File: src/rtl/hazard_unit_if.sv
// hazard_unit_if: groups the decode-stage instruction fields fed to the hazard unit
// and the stall/forwarding controls it returns.
//   master: pipeline/control side (drives D-stage fields, receives controls)
//   slave : hazard unit side
//   d_rs/d_rt            source register fields of the instruction in D
//   d_tuse_rs/d_tuse_rt  cycles until D needs the source (0/1), 3 = not read
//   d_tnew               cycles until the D result exists (0/1/2), >2 = no write
//   d_wa                 destination register, 0 = no write
//   stall                freeze PC and F/D, bubble into E
//   fwd_d_*              D source select: 0 regfile, 1 E, 2 M, 3 W
//   fwd_e_*              E source select: 0 pipeline, 1 M, 2 W
//   fwd_m_rt             store data in M taken from W
//   stall_cnt            saturating count of stall cycles since reset
interface hazard_unit_if #(
    parameter int unsigned CNT_W = 16
);
    logic [4:0]       d_rs;
    logic [4:0]       d_rt;
    logic [1:0]       d_tuse_rs;
    logic [1:0]       d_tuse_rt;
    logic [2:0]       d_tnew;
    logic [4:0]       d_wa;
    logic             stall;
    logic [1:0]       fwd_d_rs;
    logic [1:0]       fwd_d_rt;
    logic [1:0]       fwd_e_rs;
    logic [1:0]       fwd_e_rt;
    logic             fwd_m_rt;
    logic [CNT_W-1:0] stall_cnt;

    modport master (
        output d_rs, d_rt, d_tuse_rs, d_tuse_rt, d_tnew, d_wa,
        input  stall, fwd_d_rs, fwd_d_rt, fwd_e_rs, fwd_e_rt, fwd_m_rt, stall_cnt
    );

    modport slave (
        input  d_rs, d_rt, d_tuse_rs, d_tuse_rt, d_tnew, d_wa,
        output stall, fwd_d_rs, fwd_d_rt, fwd_e_rs, fwd_e_rt, fwd_m_rt, stall_cnt
    );
endinterface

File: src/rtl/hazard_unit.sv
// hazard_unit: Tnew/Tuse hazard detection and forwarding control for a five-stage pipeline.
// Keeps a small scoreboard (wa, tnew, rs, rt) for the instructions in E, M and W.
//   clk   : rising-edge clock
//   reset : asynchronous active-high reset, empties the scoreboard and the stall counter
//   hz    : hazard_unit_if slave port (D-stage fields in, stall/forwarding controls out)
module hazard_unit #(
    parameter int unsigned CNT_W = 16
) (
    input logic          clk,
    input logic          reset,
    hazard_unit_if.slave hz
);

    typedef struct packed {
        logic [4:0] wa;
        logic [1:0] tnew;
        logic [4:0] rs;
        logic [4:0] rt;
    } entry_t;

    entry_t           e_q, m_q, w_q;
    entry_t           e_d, m_d, w_d;
    logic [CNT_W-1:0] stall_cnt_q, stall_cnt_d;
    logic             stall;

    function automatic logic [1:0] dec_sat(input logic [1:0] t);
        return (t == 2'd0) ? 2'd0 : t - 2'd1;
    endfunction

    // $0 is never a producer, so a zero wa can never match.
    function automatic logic hit(input logic [4:0] wa, input logic [4:0] src);
        return (wa != 5'd0) && (wa == src);
    endfunction

    function automatic logic src_stall(input logic [4:0] src, input logic [1:0] tuse,
                                       input entry_t e, input entry_t m);
        if (tuse == 2'd3) begin
            return 1'b0;
        end
        return (hit(e.wa, src) && (e.tnew > tuse)) || (hit(m.wa, src) && (m.tnew > tuse));
    endfunction

    // Only the youngest producer is a legal source; if it is not ready yet, the
    // stall logic holds D instead.
    function automatic logic [1:0] fwd_d_sel(input logic [4:0] src, input entry_t e,
                                             input entry_t m, input entry_t w);
        if (hit(e.wa, src)) begin
            return (e.tnew == 2'd0) ? 2'd1 : 2'd0;
        end
        if (hit(m.wa, src)) begin
            return (m.tnew == 2'd0) ? 2'd2 : 2'd0;
        end
        if (hit(w.wa, src)) begin
            return (w.tnew == 2'd0) ? 2'd3 : 2'd0;
        end
        return 2'd0;
    endfunction

    function automatic logic [1:0] fwd_e_sel(input logic [4:0] src, input entry_t m,
                                             input entry_t w);
        if (hit(m.wa, src) && (m.tnew == 2'd0)) begin
            return 2'd1;
        end
        if (hit(w.wa, src)) begin
            return 2'd2;
        end
        return 2'd0;
    endfunction

    assign stall = src_stall(hz.d_rs, hz.d_tuse_rs, e_q, m_q)
                 | src_stall(hz.d_rt, hz.d_tuse_rt, e_q, m_q);

    always_comb begin
        e_d         = '0;
        m_d         = e_q;
        w_d         = m_q;
        stall_cnt_d = stall_cnt_q;
        m_d.tnew    = dec_sat(e_q.tnew);
        w_d.tnew    = dec_sat(m_q.tnew);
        // E keeps the full T code: a producer in E with T=2 must still stall a
        // reader with tuse=1, so the first decrement happens on the E->M move.
        if (!stall && (hz.d_tnew <= 3'd2)) begin
            e_d.wa   = hz.d_wa;
            e_d.tnew = hz.d_tnew[1:0];
        end
        if (!stall) begin
            e_d.rs = hz.d_rs;
            e_d.rt = hz.d_rt;
        end
        if (stall && (stall_cnt_q != {CNT_W{1'b1}})) begin
            stall_cnt_d = stall_cnt_q + CNT_W'(1);
        end
    end

    always_ff @(posedge clk or posedge reset) begin
        if (reset) begin
            e_q         <= '0;
            m_q         <= '0;
            w_q         <= '0;
            stall_cnt_q <= '0;
        end else begin
            e_q         <= e_d;
            m_q         <= m_d;
            w_q         <= w_d;
            stall_cnt_q <= stall_cnt_d;
        end
    end

    assign hz.stall     = stall;
    assign hz.fwd_d_rs  = fwd_d_sel(hz.d_rs, e_q, m_q, w_q);
    assign hz.fwd_d_rt  = fwd_d_sel(hz.d_rt, e_q, m_q, w_q);
    assign hz.fwd_e_rs  = fwd_e_sel(e_q.rs, m_q, w_q);
    assign hz.fwd_e_rt  = fwd_e_sel(e_q.rt, m_q, w_q);
    assign hz.fwd_m_rt  = hit(w_q.wa, m_q.rt);
    assign hz.stall_cnt = stall_cnt_q;

endmodule
File: src/flat_wrapper.sv
// flat-port wrapper written by rule: the top's interface ports become plain ports
module hazard_unit_flat 
#(
    parameter int unsigned CNT_W = 16
)
  (clk, reset, hz_d_rs, hz_d_rt, hz_d_tuse_rs, hz_d_tuse_rt, hz_d_tnew, hz_d_wa, hz_stall, hz_fwd_d_rs, hz_fwd_d_rt, hz_fwd_e_rs, hz_fwd_e_rt, hz_fwd_m_rt, hz_stall_cnt);
  hazard_unit_if #(.CNT_W(CNT_W)) hz_i ();
  input logic clk;
  input logic reset;
  input wire logic [$bits(hz_i.d_rs)-1:0] hz_d_rs;
  input wire logic [$bits(hz_i.d_rt)-1:0] hz_d_rt;
  input wire logic [$bits(hz_i.d_tuse_rs)-1:0] hz_d_tuse_rs;
  input wire logic [$bits(hz_i.d_tuse_rt)-1:0] hz_d_tuse_rt;
  input wire logic [$bits(hz_i.d_tnew)-1:0] hz_d_tnew;
  input wire logic [$bits(hz_i.d_wa)-1:0] hz_d_wa;
  output wire logic [$bits(hz_i.stall)-1:0] hz_stall;
  output wire logic [$bits(hz_i.fwd_d_rs)-1:0] hz_fwd_d_rs;
  output wire logic [$bits(hz_i.fwd_d_rt)-1:0] hz_fwd_d_rt;
  output wire logic [$bits(hz_i.fwd_e_rs)-1:0] hz_fwd_e_rs;
  output wire logic [$bits(hz_i.fwd_e_rt)-1:0] hz_fwd_e_rt;
  output wire logic [$bits(hz_i.fwd_m_rt)-1:0] hz_fwd_m_rt;
  output wire logic [$bits(hz_i.stall_cnt)-1:0] hz_stall_cnt;
  assign hz_i.d_rs = hz_d_rs;
  assign hz_i.d_rt = hz_d_rt;
  assign hz_i.d_tuse_rs = hz_d_tuse_rs;
  assign hz_i.d_tuse_rt = hz_d_tuse_rt;
  assign hz_i.d_tnew = hz_d_tnew;
  assign hz_i.d_wa = hz_d_wa;
  assign hz_stall = hz_i.stall;
  assign hz_fwd_d_rs = hz_i.fwd_d_rs;
  assign hz_fwd_d_rt = hz_i.fwd_d_rt;
  assign hz_fwd_e_rs = hz_i.fwd_e_rs;
  assign hz_fwd_e_rt = hz_i.fwd_e_rt;
  assign hz_fwd_m_rt = hz_i.fwd_m_rt;
  assign hz_stall_cnt = hz_i.stall_cnt;
  hazard_unit #(.CNT_W(CNT_W)) u_core (.clk(clk), .reset(reset), .hz(hz_i));
endmodule
File: config.mk
export PLATFORM = sky130hd
export DESIGN_NAME = hazard_unit_flat
export DESIGN_NICKNAME = d
export VERILOG_FILES = /design/src/rtl/hazard_unit_if.sv /design/src/rtl/hazard_unit.sv /design/src/flat_wrapper.sv
export SDC_FILE = /design/constraint.sdc
export NUM_CORES = 1
export LEC_CHECK = 0
export BUFFER_PORTS_ARGS = -buffer_cell sky130_fd_sc_hd__buf_2
export CORE_MARGIN = 2
export CORE_UTILIZATION = 35
export DETAILED_ROUTE_END_ITERATION = 8
export GPL_TIMING_DRIVEN = 0
export PLACE_DENSITY = 0.62
export SKIP_LAST_GASP = 1
export SYNTH_ARGS = -nofsm -noshare
export SYNTH_HDL_FRONTEND = slang
export SYNTH_SLANG_ARGS = --single-unit
File: constraint.sdc
create_clock -name clk -period 3.4 [get_ports clk]
set_clock_uncertainty 0.2 [all_clocks]
set_input_delay 0.17 -clock clk [delete_from_list [all_inputs] [get_ports clk]]
set_output_delay 0.17 -clock clk [all_outputs]
set_load 0.1 [all_outputs]
==> impl_metrics.env, run 1 <==
export IMPL_outcome="completed"
export IMPL_postLayoutCoreUtil_pct=47.15
export IMPL_routed_via_density=4.779
export IMPL_cts_max_path_buffers=2
export IMPL_ys_types=34
export IMPL_maxSlewViolCount=0
export IMPL_fmax_mhz=312.4
export IMPL_clk_pin_slew_ns=0.09
export IMPL_cts_root_buf="clkbuf_8"
export IMPL_maxCapViolCount=0
export IMPL_synthTopCellsByArea="dfrtp_1 45%, xnor2_1 11%, xor2_1 10%"
export IMPL_ys_seq_area_share_pct=45.49
export IMPL_nNetsFinal=388
export IMPL_n_antenna_cell=0
export IMPL_die_area_sq_um=8911
export IMPL_worst_pin_slew_ns=0.9050
export IMPL_grt_pass1_vias=2258
export IMPL_synth_top_area_cell="dfrtp_1"
export IMPL_hold_ws_ns=0.1048
export IMPL_via_count=2189
export IMPL_cts_buffers=5
export IMPL_netlist_instances=274
export IMPL_syn_to_final_growth_pct=28.70
export IMPL_grt_pass1_wl_microns=10580
export IMPL_clk_latency_ns=0.30
export IMPL_ioPinCount=50
export IMPL_antenna_found_initial=0
export IMPL_nFillCells=746
export IMPL_powerDensity_nw_per_um2=392.0
export IMPL_tns_ns=0
export IMPL_dp_cells=426
export IMPL_slew_headroom_pct=39.16
export IMPL_hold_viol=0
export IMPL_core_sq_um=7807
export IMPL_die_h_microns=94.40
export IMPL_dr_pass1_iters=4
export IMPL_synth_nets=307
export IMPL_rsz0062_at_grt="false"
export IMPL_syn_area_sq_um=2860
export IMPL_finalCritPeriodShare_pct=94.15
export IMPL_path_class="reg2out"
export IMPL_overflow=0
export IMPL_drive_gt1_share_pct=21.35
export IMPL_yosysTopAreaCellShare_pct=45.49
export IMPL_cts_sinks=52
export IMPL_antenna_left=0
export IMPL_synth_seq_cells=52
export IMPL_start_util_pct=36.63
export IMPL_grt_use_total_pct=15.40
export IMPL_setup_viol=0
export IMPL_wl_per_cell_microns=13.81
export IMPL_yosys_warnings=0
export IMPL_hold_path_class="in2reg"
export IMPL_crit_fanout=10
export IMPL_post_route_drc_count=0
export IMPL_cp_arrival_ns=2.83
export IMPL_period_needed_ns=3.201
export IMPL_tritoncts="done"
export IMPL_crit_required_ns=3.03
export IMPL_drt_initial_drc_count=56
export IMPL_peakVddDrop_uv=148.8
export IMPL_port_buffers=49
export IMPL_stdcell_count=458
export IMPL_grt_start_max_net_pins=34
export IMPL_die_x_microns=94.40
export IMPL_routed_wl_microns=6325
export IMPL_ctsHtreeMaxLevel=2
export IMPL_fin_total_pwr_mw=1.443
export IMPL_hpwlAfterDp_microns=4799
export IMPL_leakage_nw=1.723
export IMPL_worst_setup_path_start_kind="flop"
export IMPL_cp_end_kind="primary output"
export IMPL_place_gp_congestion=0.7593
export IMPL_rows=32
export IMPL_avgSynthCellArea_sq_um=10.44
-- per-layer routing --
| layer | track usage, % | share of wire, % | vias up |
|---|---|---|---|
| li1 | - | - | 1099 |
| met1 | 20.11 | 47 | 1057 |
| met2 | 26.37 | 50 | 28 |
| met3 | 2.314 | 2.1 | 5 |
| met4 | 4.831 | 1.3 | 0 |
| met5 | 0 | 0 | - |
-- cells in the final DEF, fill, tap and decap left out, types with 8 or more instances in the layout --
cell type / n
dfrtp_1: 52
and2_1: 12
nand3_1: 13
dlygate4sd3_1: 24
nor2_1: 13
inv_1: 9
xor2_1: 34
ha_1: 9
xnor2_1: 36
nor3_1: 12
buf_2: 49
clkbuf_1: 8
-- sequential cells by signal, summed over array words and instances, names as in the netlist --
signal               flops
u_core.e_q              17
u_core.hz.stall_cnt     16
u_core.m_q              12
u_core.w_q               7
-- critical path, stage by stage, from the launching register on --
cell,delay [ns]
dfrtp_1,0.39
clkbuf_1,0.19
or4_4,0.57
o211ai_1,0.24
nor3_1,0.12
nor4_4,0.29
buf_4,0.24
buf_4,0.18
inv_2,0.03
buf_2,0.28
-- cells by family after synthesis --
group | share of synthesized area, %
muxes | 1.181
DFF | 45.49
AOI/OAI and AO/OA | 4.812
xor gates and xnor gates | 21.43
buffers and inverters | 3.280
adders and majority gates | 3.937
and+or+nand+nor | 19.86
-- synthesized netlist by cell type --
master     n
mux2_1     1
nor4_1    12
a211oi_1   5
nor4b_1    2
nand4_1    6
xor2_1    34
xnor2_1   36
buf_1      1
nor3_1    12
and2_1    12
mux2_2     2
and4_1     2
ha_1       9
clkbuf_1   9
o211ai_1   3
a22oi_1    4
nor3b_1    4
a21oi_1    2
or3_1      1
or4_1      4
inv_1     10
o211ai_2   1
or4_4      1
nand2_1    6
o21ai_0    5
nand2b_1   1
or2_2      1
dfrtp_1   52
nand3_1   13
nor2b_1    6
inv_2      1
buf_4      2
nor2_1    13
nor4_4     1
-- final cells by class --
| type | count | area [sq um] | area share, % |
|---|---|---|---|
| inverter | 11 | 41.29 | 1.122 |
| clock buffer | 5 | 68.82 | 1.869 |
| tap | 102 | 127.6 | 3.467 |
| buffer | 11 | 48.80 | 1.326 |
| multi-input combinational | 199 | 1534 | 41.67 |
| sequential | 52 | 1301 | 35.35 |
| timing repair buffer | 75 | 516.7 | 14.04 |
| clock inverter | 3 | 42.54 | 1.156 |
-- power breakdown --
| group | switching (mW) | leakage, nW | internal (mW) |
|---|---|---|---|
| clock network | 0.201 | 0.0541 | 0.218 |
| registers | 0.0322 | 0.677 | 0.650 |
| logic | 0.222 | 0.992 | 0.120 |
-- metrics by stage --
stage / setup slack [ns] / instance area (sq um)
3_5_place_dp: 0.1876 / 3311
6_report: 0.1988 / 3681
2_1_floorplan: -0.5274 / 2918
5_1_grt: 0.003415 / 3681
4_1_cts: 0.1203 / 3670
3_3_place_gp: 0.2459 / 3291
-- worst paths after layout --
path / depth (start not counted) / to / slack [ns] / from
setup reg to reg: 9 / u_core.e_q[15] / 0.21 / u_core.m_q[15]
min in group asynchronous: 3 / u_core.e_q[8] / 0.21 / reset
hold reg to reg: 0 / u_core.w_q[16] / 0.18 / u_core.m_q[16]
hold / removal: 3 / u_core.e_q[11] / 0.10 / hz_d_tnew[2]
setup / recovery: 9 / hz_stall / 0.20 / u_core.m_q[15]
max in group asynchronous: 4 / u_core.w_q[14] / 2.27 / reset
-- what timing repair did --
item,in CTS,in global routing
buffers inserted,1,0
hold buffers,24,0
setup endpoints to repair,1,6
gates resized for setup,0,2
endpoints found under the hold margin,36,0
gates cloned,0,0
pin swaps,1,0
No activity file was read; power rests on OpenSTA's default activity.
==> run 2: changes to the inputs <==
- SETUP_SLACK_MARGIN: default -> 0.5
==> run 2 against run 1 <==
Against the previous run: flip-flop and latch count unchanged; design area up 6.7%; critical path depth unchanged; fmax up 12%; hold slack worse by 0.058 ns; count of clock-buffer cells in the layout up 2; power about the same; die area unchanged; largest cell class unchanged; largest power group unchanged; highest routed layer unchanged.
==> impl_metrics.env, run 2 (synthesis results as in run 1) <==
export IMPL_outcome="completed"
export IMPL_largest_reg_flops=17
export IMPL_powerDensity_nw_per_um2=367.7
export IMPL_tns_ns=0
export IMPL_antenna_found_initial=0
export IMPL_die_x_microns=94.40
export IMPL_hp_start="hz_d_tnew[2]"
export IMPL_leakage_nw=1.820
export IMPL_dp_cells=426
export IMPL_grt_pass1_vias=2280
export IMPL_hold_depth=3
export IMPL_routed_wl_microns=7010
export IMPL_crit_fanout=4
export IMPL_grt_use_total_pct=16.11
export IMPL_cp_common_cell="buf_6"
export IMPL_slew_headroom_pct=44.88
export IMPL_cpPeakStageDelay_ns=0.57
export IMPL_cp_end_kind="primary output"
export IMPL_grt_pass1_wl_microns=11060
export IMPL_hold_viol=0
export IMPL_setup_ws_ns=0.5486
export IMPL_peakVddDrop_uv=150.1
export IMPL_clk_pin_slew_ns=0.09
export IMPL_crit_family="simple AND/OR/NAND/NOR gates"
export IMPL_drt_initial_drc_count=67
export IMPL_wl_per_cell_microns=14.88
export IMPL_path_buf_inv=5
export IMPL_tritoncts="done"
export IMPL_rows=32
export IMPL_drive_gt1_share_pct=30.08
export IMPL_cts_buffers=5
export IMPL_n_antenna_cell=0
export IMPL_postLayoutCellArea_sq_um=3926
export IMPL_start_util_pct=36.63
export IMPL_rsz0062_at_grt="true"
export IMPL_fin_total_pwr_mw=1.444
export IMPL_hpwlAfterDp_microns=4894
export IMPL_antenna_left=0
export IMPL_cts_sinks=52
export IMPL_rr_startpoint="u_core.m_q[12]"
export IMPL_die_h_microns=94.40
export IMPL_setup_viol=0
export IMPL_cp_arrival_ns=2.48
export IMPL_path_class="reg2out"
export IMPL_fmax_mhz=350.7
export IMPL_die_area_sq_um=8911
export IMPL_dr_pass1_iters=4
export IMPL_ctsHtreeMaxLevel=2
export IMPL_port_buffers=49
export IMPL_reg2reg_slack_ns=0.67
export IMPL_period_needed_ns=2.851
export IMPL_syn_to_final_growth_pct=37.27
export IMPL_finalCritPeriodShare_pct=83.86
export IMPL_routed_via_density=4.873
export IMPL_hold_path_class="in2reg"
export IMPL_cts_max_path_buffers=2
export IMPL_hold_end="u_core.e_q[15]"
export IMPL_r2r_end="u_core.hz.stall_cnt[1]"
export IMPL_worst_pin_slew_ns=0.8200
export IMPL_grt_start_max_net_pins=45
export IMPL_core_sq_um=7807
export IMPL_cts_root_buf="clkbuf_8"
export IMPL_r2r_cells=8
export IMPL_overflow=0
export IMPL_top_register="u_core.e_q"
export IMPL_nNetsFinal=401
export IMPL_layout_common_cells="52 x dfrtp_1, 43 x buf_2, 36 x xnor2_1, 34 x xor2_1, 23 x buf_4"
export IMPL_place_ws_ns=0.1578
export IMPL_worst_setup_path_start_kind="flop"
export IMPL_place_gp_congestion=0.7740
export IMPL_crit_required_ns=3.03
export IMPL_via_count=2295
export IMPL_stdcell_count=471
export IMPL_post_route_drc_count=0
export IMPL_maxCapViolCount=0
export IMPL_slowest_stage="or4_4"
export IMPL_clk_latency_ns=0.31
export IMPL_final_common_cell="dfrtp_1"
export IMPL_nFillCells=716
export IMPL_ioPinCount=50
export IMPL_path_cells="buf_6, or4_4, o211ai_1, nor3_2, nor4_4, buf_6, buf_8, inv_2, buf_12"
export IMPL_maxSlewViolCount=0
export IMPL_placed_area_sq_um=3356
[run 2: changes by cell type in the layout (fill, tap and decap cells not counted), sizes merged]
cell,change
clkinv,-1
buf,+21
dlygate4sd3,-6
bufinv,-1
[run 2: final cells by class]
class	count	area, sq um	area share (%)
plain buffers	12	88.84	2.263
clock inverters	1	7.507	0.1912
multi-input cells	199	1627	41.43
well taps	102	127.6	3.250
flip-flops and latches	52	1301	33.14
repair buffers	87	646.9	16.48
clock buffers	7	86.33	2.199
inverters	11	41.29	1.052
[run 2: how the worst max path moves through the flow]
stage | end | start | slack (ns) | cells past startpoint
CTS | hz_stall | u_core.m_q[14] | 0.39 | 9
finish | hz_stall | u_core.m_q[12] | 0.55 | 9
floorplan | hz_fwd_e_rt[1] | u_core.m_q[13] | 0.52 | 5
detailed placement | hz_stall | u_core.m_q[12] | 0.16 | 9
global placement | hz_stall | u_core.m_q[12] | 0.17 | 9
global route | hz_stall | u_core.m_q[12] | 0.43 | 9
[run 2: where the power goes]
part	switching, mW	internal (mW)
clock	0.207	0.166
sequential	0.0317	0.650
combinational	0.243	0.146
[run 2: per-layer routing]
layer | vias up | share of wire, % | GRT usage [%]
met1 | 1110 | 46 | 21.69
met5 | - | 0 | 0
met4 | 0 | 1.5 | 4.469
met2 | 48 | 50 | 26.49
li1 | 1127 | - | -
met3 | 10 | 2.7 | 3.272
[run 2: what timing repair did]
item | 4_1_cts | 5_1_grt
endpoints found under the setup margin | 28 | 11
buffers inserted | 3 | 16
cloned | 0 | 0
hold endpoints to repair | 69 | 0
pin swaps | 4 | 8
hold buffers | 18 | 0
resized for setup | 27 | 23
[run 2: stage by stage]
| step | hold WS (ns) | util, % |
|---|---|---|
| global route | 0.09292 | 50.29 |
| global placement | 0.1616 | 42.72 |
| finish | 0.04681 | 50.29 |
| CTS | 0.04379 | 47.76 |
| floorplan | 0.03982 | - |
| detailed placement | -0.09622 | 42.98 |
[run 2: worst reg2reg max path: stages (launching register included)]
cell and delay, ns:
dfrtp_1 0.40, buf_6 0.13, or4_4 0.57, o211ai_1 0.30
nor3_2 0.11, nor4_4 0.23, buf_4 0.24, nor2_1 0.09
mux2_1 0.36
